`src/rtl/pdata_uart_bridge_if.sv`:
```
// UART CSR bus: the bridge drives it as master, the UART register block answers as slave.
interface pdata_uart_bridge_if;
   logic [2:0]  uart_csr_address;
   logic        uart_csr_chipselect;
   logic        uart_csr_read_n;
   logic        uart_csr_write_n;
   logic        uart_csr_begintransfer;
   logic [15:0] uart_csr_writedata;
   logic [15:0] uart_csr_readdata;

   modport master (
      output uart_csr_address,
      output uart_csr_chipselect,
      output uart_csr_read_n,
      output uart_csr_write_n,
      output uart_csr_begintransfer,
      output uart_csr_writedata,
      input  uart_csr_readdata
   );

   modport slave (
      input  uart_csr_address,
      input  uart_csr_chipselect,
      input  uart_csr_read_n,
      input  uart_csr_write_n,
      input  uart_csr_begintransfer,
      input  uart_csr_writedata,
      output uart_csr_readdata
   );
endinterface

```
`src/rtl/pdata_uart_bridge.sv`:
```
// Packs deserializer dibits into bytes, queues them, and forwards each byte to a UART
// through its CSR port once a status poll reports the transmitter ready (TRDY).
module pdata_uart_bridge #(
   parameter int FIFO_DEPTH = 4,
   parameter int POLL_GAP   = 8
) (
   input  logic                      serial_clk,
   input  logic                      reset_n,
   input  logic [1:0]                parallel_data,
   input  logic                      pdata_valid,
   input  logic                      enable,
   output logic [4:0]                fifo_level,
   output logic                      overflow,
   pdata_uart_bridge_if.master       csr
);
   localparam int AW = (FIFO_DEPTH > 1) ? $clog2(FIFO_DEPTH) : 1;

   typedef enum logic [2:0] {IDLE, POLL, EVAL, GAP, WRITE} state_t;

   state_t          state_reg, state_next;
   logic            phase_reg, phase_next;
   logic [7:0]      gap_reg, gap_next;
   logic            trdy_reg;

   logic [1:0]      dibit_cnt_reg;
   logic [5:0]      shift_reg;
   logic [7:0]      mem [FIFO_DEPTH];
   logic [AW-1:0]   wr_ptr_reg, rd_ptr_reg;
   logic [4:0]      count_reg;
   logic            overflow_reg;

   logic [2:0]      address_reg;
   logic            chipselect_reg, read_n_reg, write_n_reg, begintransfer_reg;
   logic [15:0]     writedata_reg;

   logic accepted, push, full, push_ok, pop;

   assign accepted = pdata_valid && enable;
   assign push     = accepted && (dibit_cnt_reg == 2'd3);
   assign full     = (count_reg == 5'(FIFO_DEPTH));
   assign push_ok  = push && !full;
   assign pop      = (state_reg == WRITE) && phase_reg;

   // Packing and FIFO bookkeeping; a push into a full FIFO is dropped even alongside a pop.
   always_ff @(posedge serial_clk or negedge reset_n) begin
      if (!reset_n) begin
         dibit_cnt_reg <= 2'd0;
         shift_reg     <= 6'd0;
         wr_ptr_reg    <= '0;
         rd_ptr_reg    <= '0;
         count_reg     <= 5'd0;
         overflow_reg  <= 1'b0;
      end else begin
         if (accepted) begin
            dibit_cnt_reg <= dibit_cnt_reg + 2'd1;
            shift_reg     <= {shift_reg[3:0], parallel_data};
         end
         if (push && full)
            overflow_reg <= 1'b1;
         if (push_ok)
            wr_ptr_reg <= wr_ptr_reg + 1'b1;
         if (pop)
            rd_ptr_reg <= rd_ptr_reg + 1'b1;
         case ({push_ok, pop})
            2'b10:   count_reg <= count_reg + 5'd1;
            2'b01:   count_reg <= count_reg - 5'd1;
            default: count_reg <= count_reg;
         endcase
      end
   end

   always_ff @(posedge serial_clk) begin
      if (push_ok)
         mem[wr_ptr_reg] <= {shift_reg, parallel_data};
   end

   always_ff @(posedge serial_clk or negedge reset_n) begin
      if (!reset_n) begin
         state_reg <= IDLE;
         phase_reg <= 1'b0;
         gap_reg   <= 8'd0;
         trdy_reg  <= 1'b0;
      end else begin
         state_reg <= state_next;
         phase_reg <= phase_next;
         gap_reg   <= gap_next;
         if (state_reg == POLL && phase_reg)
            trdy_reg <= csr.uart_csr_readdata[6];
      end
   end

   always_comb begin
      state_next = state_reg;
      phase_next = 1'b0;
      gap_next   = gap_reg;
      case (state_reg)
         IDLE:  if (count_reg != 5'd0 && enable) state_next = POLL;
         POLL:  if (!phase_reg) begin
                   phase_next = 1'b1;
                end else begin
                   state_next = EVAL;
                end
         EVAL:  begin
                   state_next = trdy_reg ? WRITE : GAP;
                   gap_next   = 8'd0;
                end
         GAP:   if (gap_reg >= 8'(POLL_GAP - 1)) begin
                   if (enable) state_next = POLL;
                end else begin
                   gap_next = gap_reg + 8'd1;
                end
         WRITE: if (!phase_reg) begin
                   phase_next = 1'b1;
                end else begin
                   state_next = IDLE;
                end
         default: state_next = IDLE;
      endcase
   end

   // Bus outputs are registered from the next state so they line up with state_reg.
   always_ff @(posedge serial_clk or negedge reset_n) begin
      if (!reset_n) begin
         address_reg       <= 3'd0;
         chipselect_reg    <= 1'b0;
         read_n_reg        <= 1'b1;
         write_n_reg       <= 1'b1;
         begintransfer_reg <= 1'b0;
         writedata_reg     <= 16'd0;
      end else begin
         address_reg       <= 3'd0;
         chipselect_reg    <= 1'b0;
         read_n_reg        <= 1'b1;
         write_n_reg       <= 1'b1;
         begintransfer_reg <= 1'b0;
         writedata_reg     <= 16'd0;
         if (state_next == POLL) begin
            address_reg       <= 3'd2;
            chipselect_reg    <= 1'b1;
            read_n_reg        <= 1'b0;
            begintransfer_reg <= !phase_next;
         end else if (state_next == WRITE) begin
            address_reg       <= 3'd1;
            chipselect_reg    <= 1'b1;
            write_n_reg       <= 1'b0;
            begintransfer_reg <= !phase_next;
            writedata_reg     <= {8'h00, mem[rd_ptr_reg]};
         end
      end
   end

   assign csr.uart_csr_address       = address_reg;
   assign csr.uart_csr_chipselect    = chipselect_reg;
   assign csr.uart_csr_read_n        = read_n_reg;
   assign csr.uart_csr_write_n       = write_n_reg;
   assign csr.uart_csr_begintransfer = begintransfer_reg;
   assign csr.uart_csr_writedata     = writedata_reg;
   assign fifo_level                 = count_reg;
   assign overflow                   = overflow_reg;
endmodule

```
`src/flat_wrapper.sv`:
```
// flat-port wrapper written by rule: the top's interface ports become plain ports
module pdata_uart_bridge_flat 
#(
   parameter int FIFO_DEPTH = 4,
   parameter int POLL_GAP   = 8
)
  (serial_clk, reset_n, parallel_data, pdata_valid, enable, fifo_level, overflow, csr_uart_csr_address, csr_uart_csr_chipselect, csr_uart_csr_read_n, csr_uart_csr_write_n, csr_uart_csr_begintransfer, csr_uart_csr_writedata, csr_uart_csr_readdata);
  pdata_uart_bridge_if csr_i ();
  input  logic serial_clk;
  input  logic reset_n;
  input  logic [1:0] parallel_data;
  input  logic pdata_valid;
  input  logic enable;
  output logic [4:0] fifo_level;
  output logic overflow;
  output wire logic [$bits(csr_i.uart_csr_address)-1:0] csr_uart_csr_address;
  output wire logic [$bits(csr_i.uart_csr_chipselect)-1:0] csr_uart_csr_chipselect;
  output wire logic [$bits(csr_i.uart_csr_read_n)-1:0] csr_uart_csr_read_n;
  output wire logic [$bits(csr_i.uart_csr_write_n)-1:0] csr_uart_csr_write_n;
  output wire logic [$bits(csr_i.uart_csr_begintransfer)-1:0] csr_uart_csr_begintransfer;
  output wire logic [$bits(csr_i.uart_csr_writedata)-1:0] csr_uart_csr_writedata;
  input wire logic [$bits(csr_i.uart_csr_readdata)-1:0] csr_uart_csr_readdata;
  assign csr_uart_csr_address = csr_i.uart_csr_address;
  assign csr_uart_csr_chipselect = csr_i.uart_csr_chipselect;
  assign csr_uart_csr_read_n = csr_i.uart_csr_read_n;
  assign csr_uart_csr_write_n = csr_i.uart_csr_write_n;
  assign csr_uart_csr_begintransfer = csr_i.uart_csr_begintransfer;
  assign csr_uart_csr_writedata = csr_i.uart_csr_writedata;
  assign csr_i.uart_csr_readdata = csr_uart_csr_readdata;
  pdata_uart_bridge #(.FIFO_DEPTH(FIFO_DEPTH), .POLL_GAP(POLL_GAP)) u_core (.serial_clk(serial_clk), .reset_n(reset_n), .parallel_data(parallel_data), .pdata_valid(pdata_valid), .enable(enable), .fifo_level(fifo_level), .overflow(overflow), .csr(csr_i));
endmodule
```
`config.mk`:
```
export PLATFORM = sky130hd
export DESIGN_NAME = pdata_uart_bridge_flat
export DESIGN_NICKNAME = d
export VERILOG_FILES = /design/src/rtl/pdata_uart_bridge_if.sv /design/src/rtl/pdata_uart_bridge.sv /design/src/flat_wrapper.sv
export SDC_FILE = /design/constraint.sdc
export NUM_CORES = 1
export LEC_CHECK = 0
export CORE_MARGIN = 2
export CORE_UTILIZATION = 52
export CTS_BUF_LIST = sky130_fd_sc_hd__clkbuf_8
export DETAILED_ROUTE_END_ITERATION = 6
export PLACE_DENSITY = 0.79
export SYNTH_ARGS = -nofsm -noshare
export SYNTH_HDL_FRONTEND = slang
export SYNTH_SLANG_ARGS = --single-unit
```
`constraint.sdc`:
```
create_clock -name serial_clk -period 3.3 [get_ports serial_clk]
set_input_delay 0.66 -clock serial_clk [delete_from_list [all_inputs] [get_ports serial_clk]]
set_output_delay 0.66 -clock serial_clk [all_outputs]
set_load 0.01 [all_outputs]
```
# Yosys cells after proc, flatten, opt, wreduce, memory -nomap -nowiden
# Memory sizes are Yosys's and may differ from the RTL's.
# Cells that the tools add are included.
# word_totals
elab_cells	75
output_inout_bits	29
regBits	54
n_memories	1
ram_bits	32
# op_classes
n_mux	25
eq_ne	11
addsub	6
n_lt_le_gt_ge	1
n_reduce_logical	15
# memory_table
name	words	width	rd	rd_clocked_by_memory_dff	write_ports	line_no	rtl
u_core.mem	4	8	1	0	1	pdata_uart_bridge.sv:27	logic [7:0] mem [FIFO_DEPTH];
# op_table
cell	count
$mux 3	7
$mux 16	1
$mux 8	2
$pmux 8 s2	1
$pmux 3 s5	1
$mux 1	12
$pmux 5 s2	1
$add 8x1->8 const B	1
$ge 8x3->1 const B	1
$logic_and 1x1->1	7
$add 2x1->2 const B	3
$eq 3x1->1 const B	2
$eq 3x2->1 const B	2
$eq 3x3->1 const B	2
$add 5x1->5 const B	1
$eq 5x3->1 const B	1
$reduce_bool 5->1	1
$sub 5x1->5 const B	1
$eq 2x2->1 const B	2
$reduce_bool 2->1	2
$logic_not 3->1	1
$eq 2x1->1 const B	1
$logic_not 1->1	2
$ne 2x2->1 const B	1
2 further kinds	2

# Depth between registers and ports, before layout
# depth
depth_word	7
depth_mapped	12
mapped_depth_nobuf	12

# Worst setup path before layout
# Ideal clock, no wire load.
# synth_path
path_kind	flip-flop to flip-flop
startpoint	reg u_core.count_reg[1] (netlist: u_core.fifo_level[1])
endpoint	reg u_core.count_reg[4] (netlist: u_core.fifo_level[4])
setup_ns	0.125
period_less_slack_ns	2.684
slack_ns	0.616
path_buffers	0
stages_incl_launch_ff	12
required_ns	3.175
t_arrival_ns	2.558
path_cell_list	dfrtp_1 > nor4_1 > a21oi_1 > inv_1 > ha_1 > inv_1 > fa_1 > nor2b_1 > o21ai_0 > nand3_1 > or3b_1 > xnor2_1
# synth_via
elab_chain_cells	5
word_cells_on_any_way	9
classes_between	add/sub (2); eq/ne (3); mux (1); reduce/logical (3)
# synth_lines
item	line_no	rtl
start: declaration	pdata_uart_bridge.sv:29	logic [4:0] count_reg;
start signal: assignment	pdata_uart_bridge.sv:65	2'b10: count_reg <= count_reg + 5'd1;
start signal: assignment	pdata_uart_bridge.sv:66	2'b01: count_reg <= count_reg - 5'd1;
start signal: assignment	pdata_uart_bridge.sv:67	default: count_reg <= count_reg;
$eq 5x3->1	pdata_uart_bridge.sv:40	assign full = (count_reg == 5'(FIFO_DEPTH));
$logic_not 1->1	pdata_uart_bridge.sv:41	assign push_ok = push && !full;
$logic_and 1x1->1	pdata_uart_bridge.sv:41	
$eq 2x1->1 / $eq 2x2->1 (equally long branches)	pdata_uart_bridge.sv:64	case ({push_ok, pop})
$pmux 5 s2 / $reduce_bool 2->1 (equally long branches)	n/a	
# Several ways; a longest one is shown, not always the timed one.
# A chain may end at the register's enable or synchronous reset.

# Worst setup path in the final report
# layout_path
startpoint	in enable
endpoint	reg u_core.count_reg[4] (netlist: u_core.fifo_level[4])
# layout_via
elab_chain_cells	5
word_cells_on_any_way	7
classes_between	eq/ne (2); mux (1); reduce/logical (4)
# layout_lines
item	line_no	rtl
start: declaration	flat_wrapper.sv:13	input logic enable;
$logic_and 1x1->1 (*)	pdata_uart_bridge.sv:38	assign accepted = pdata_valid && enable;
$logic_and 1x1->1 (*)	pdata_uart_bridge.sv:39	assign push = accepted && (dibit_cnt_reg == 2'd3);
$logic_and 1x1->1 (*)	pdata_uart_bridge.sv:41	
$eq 2x1->1 / $eq 2x2->1 (equally long branches)	pdata_uart_bridge.sv:64	
$pmux 5 s2 / $reduce_bool 2->1 (equally long branches)	n/a	
# Every way passes the cells marked *; elsewhere a longest branch is shown, timed or not.

==> run metrics <==
crit path time final 2860 ps; Seq/Total Area, Yosys 66.0%; crit path launch type primary input; Slew HR 36.8%; worst-margin pin slew 947 ps; setup bufs post-CTS 0; First-pass DRT Iterations 4; Final Max Tran Viols 0; WP buf/inv 2; CP Cell Sequence clkdlybuf4s50_1 > nand3_1 > a21oi_1 > inv_1 > ha_1 > ha_1 > nor2b_1 > o21ai_0 > a21oi_1 > or3b_1 > xnor2_1; Fin Setup TNS 0 ps; Max IR drop VDD 421 µV; Worst path max stage delay 520 ps; Synth Warn # 0; row cnt 28; CTS Root Cell clkbuf_8; max reg flops 32; IO buf count 26; Global Route Usage Sum 15.5%; EDFF count, synth 32; Ant. Diodes 0; CP max FO 4; Post-Route WL 4.63 mm; Critical-path top delay cell clkdlybuf4s50_1; post-synthesis register bit count 77; I/O pins 51; Synth top cells by count 43 x dfrtp_1, 32 x edfxtp_1, 14 x nor2b_1; largest cells by area after synthesis dfrtp_1 34%, edfxtp_1 30%, mux4_2 5.7%; Mapped Cells 212; die area 6730 µm²; Die Height 82.0 µm; final setup margin 438 ps; Post-Place Cells 309; Die X 82.0 µm; Avg Cell Area, Syn 14.9 µm²; starting density of the core 53.5%; Final ANT Viol Nets 0; CTS tree yes; wire per inst 14.2 µm; period utilization 86.7%; Max Cap Violations 0; final clock skew 4.37 ps; Clock Path Buffers 2; Cell Count, Final, Fillers Out 325; critical path capture point type register; first-pass GRT wire length 7.46 mm; Leak 1.50 nW; R2R depth 12; final hold vios 0; Layout Nets 278; DRC errors left 0; cell depth of the worst setup path 11; Top FF cell, synth dfrtp_1; ratio of cells with drive above 1 in the final layout 16.4%; Worst-path clk slew 80 ps; initial DRC count 101; total number of vias 1637; CTS buffer count 9; Via density 5.04; pre-CTS WS 86.9 ps; RSZ-0062 raised after global routing no; crit path DAT 3090 ps; final setup fails 0; most instantiated library cell after synthesis dfrtp_1; Clock Latency Late Sink 340 ps; Core Region 5920 µm²; CTS H-Tree Depth 3; Setup CP Type primary input to register; Synth top area share 34.0%; Distinct cells, synth 39; FF-to-FF Start u_core.fifo_level[1]; pin count of the biggest net entering global routing 46; CP startpoint enable; # resized after CTS 0; initial antenna violation count 0; pwr/cell area 767 nW/µm²; dpl hpwl 3.19 mm; gpl congestion 0.785; fillers 430; hold crit path type primary input to asynchronous set/reset pin; vias in the first global route 1563; post-synthesis async set-or-reset flop share 58.4%; post-synth top area cell dfrtp_1; Synth Cell Area 3170 µm²; area delta synth->final 15.6%; Post-CTS Hold Buffers 0; Worst Path Required 3530 ps; status complete, no violations; TritonCTS Sinks 77; FMAX 349 MHz; GRT overflow 0; CP top delay family simple AND/OR/NAND/NOR gates
-- report_power, final --
group	switching, mW	total (mW)	internal [mW]
clock network	0.326	0.669	0.344
logic	0.333	0.739	0.406
registers	0.188	1.40	1.21
total	0.847	2.81	1.96
-- stage by stage --
step	util, %	instance area (µm²)	hold slack [ps]	power [mW]
2_1_floorplan	-	3200	364	1.89
3_3_place_gp	58.6	3470	462	2.13
3_5_place_dp	58.6	3470	469	2.17
4_1_cts	61.8	3660	487	2.83
5_1_grt	61.8	3660	503	2.99
6_report	61.8	3660	463	2.81
-- final cells by class --
cell class                 instances  area [µm²]  share of cell area, %
tap                               75        93.8                   2.56
inverter                          11        41.3                   1.13
multi-input combinational        117         967                   26.4
timing repair buffer              29         278                   7.59
clock inverter                     7        66.3                   1.81
clock buffer                       9         124                   3.38
sequential                        77        2090                   57.1
-- layer usage --
metal | up-vias | global-route usage, % | part of all wire (%)
li1 | 801 | - | -
met3 | 12 | 2.97 | 3.0
met4 | 0 | 8.50 | 2.4
met5 | - | 0 | 0
met1 | 789 | 20.6 | 45
met2 | 35 | 24.3 | 49
-- kinds of logic (layout without fill, tap and decap cells) --
group | after synthesis | count (layout) | share of synthesized area [%]
muxes | 17 | 17 | 8.81
buffers and inverters | 26 | 56 | 4.42
xor gates and xnor gates | 9 | 9 | 2.49
adders and majority gates | 11 | 11 | 4.58
DFF | 77 | 77 | 66.0
other | 1 | 9 | 0.118
AOI/OAI and AO/OA | 23 | 23 | 5.06
and+or+nand+nor | 48 | 48 | 8.53
-- cell usage in the layout (no fill, tap or decap), drive strengths merged --
| master | synthesis | final |
|---|---|---|
| dfstp | 2 | 2 |
| fa | 1 | 1 |
| a41oi | 1 | 1 |
| clkinvlp | 0 | 2 |
| a211o | 1 | 1 |
| inv | 11 | 11 |
| a31oi | 1 | 1 |
| a2111oi | 1 | 1 |
| mux2i | 2 | 2 |
| a21o | 1 | 1 |
| and2 | 4 | 4 |
| mux4 | 8 | 8 |
| ha | 10 | 10 |
| clkbuf | 2 | 9 |
| nor4 | 1 | 1 |
| o21ai | 10 | 10 |
| mux2 | 7 | 7 |
| nand2 | 11 | 11 |
| nor2 | 5 | 5 |
| xnor2 | 6 | 6 |
| xor2 | 3 | 3 |
| clkdlybuf4s50 | 0 | 25 |
| bufinv | 0 | 1 |
| buf | 13 | 4 |
| or2 | 1 | 1 |
| or3b | 1 | 1 |
| nand2b | 4 | 4 |
| or4 | 1 | 1 |
| o21bai | 1 | 1 |
| dfrtp | 43 | 43 |
| a22oi | 1 | 1 |
| a21oi | 5 | 5 |
| and4bb | 1 | 1 |
| edfxtp | 32 | 32 |
| conb | 1 | 9 |
| nor3 | 2 | 2 |
| nand3 | 3 | 3 |
| a311o | 1 | 1 |
| clkinv | 0 | 4 |
| nor2b | 14 | 14 |
-- final timing paths --
kind | endpoint | slack (ps)
setup / recovery | u_core.fifo_level[4] | 440
min in group serial_clk | u_core.overflow | 480
setup reg to reg | u_core.fifo_level[4] | 580
hold / removal | u_core.csr.uart_csr_writedata[4] | 460
max in group asynchronous | u_core.shift_reg[4] | 2240
hold reg to reg | u_core.overflow | 480
(Power assumes the default switching activity.)
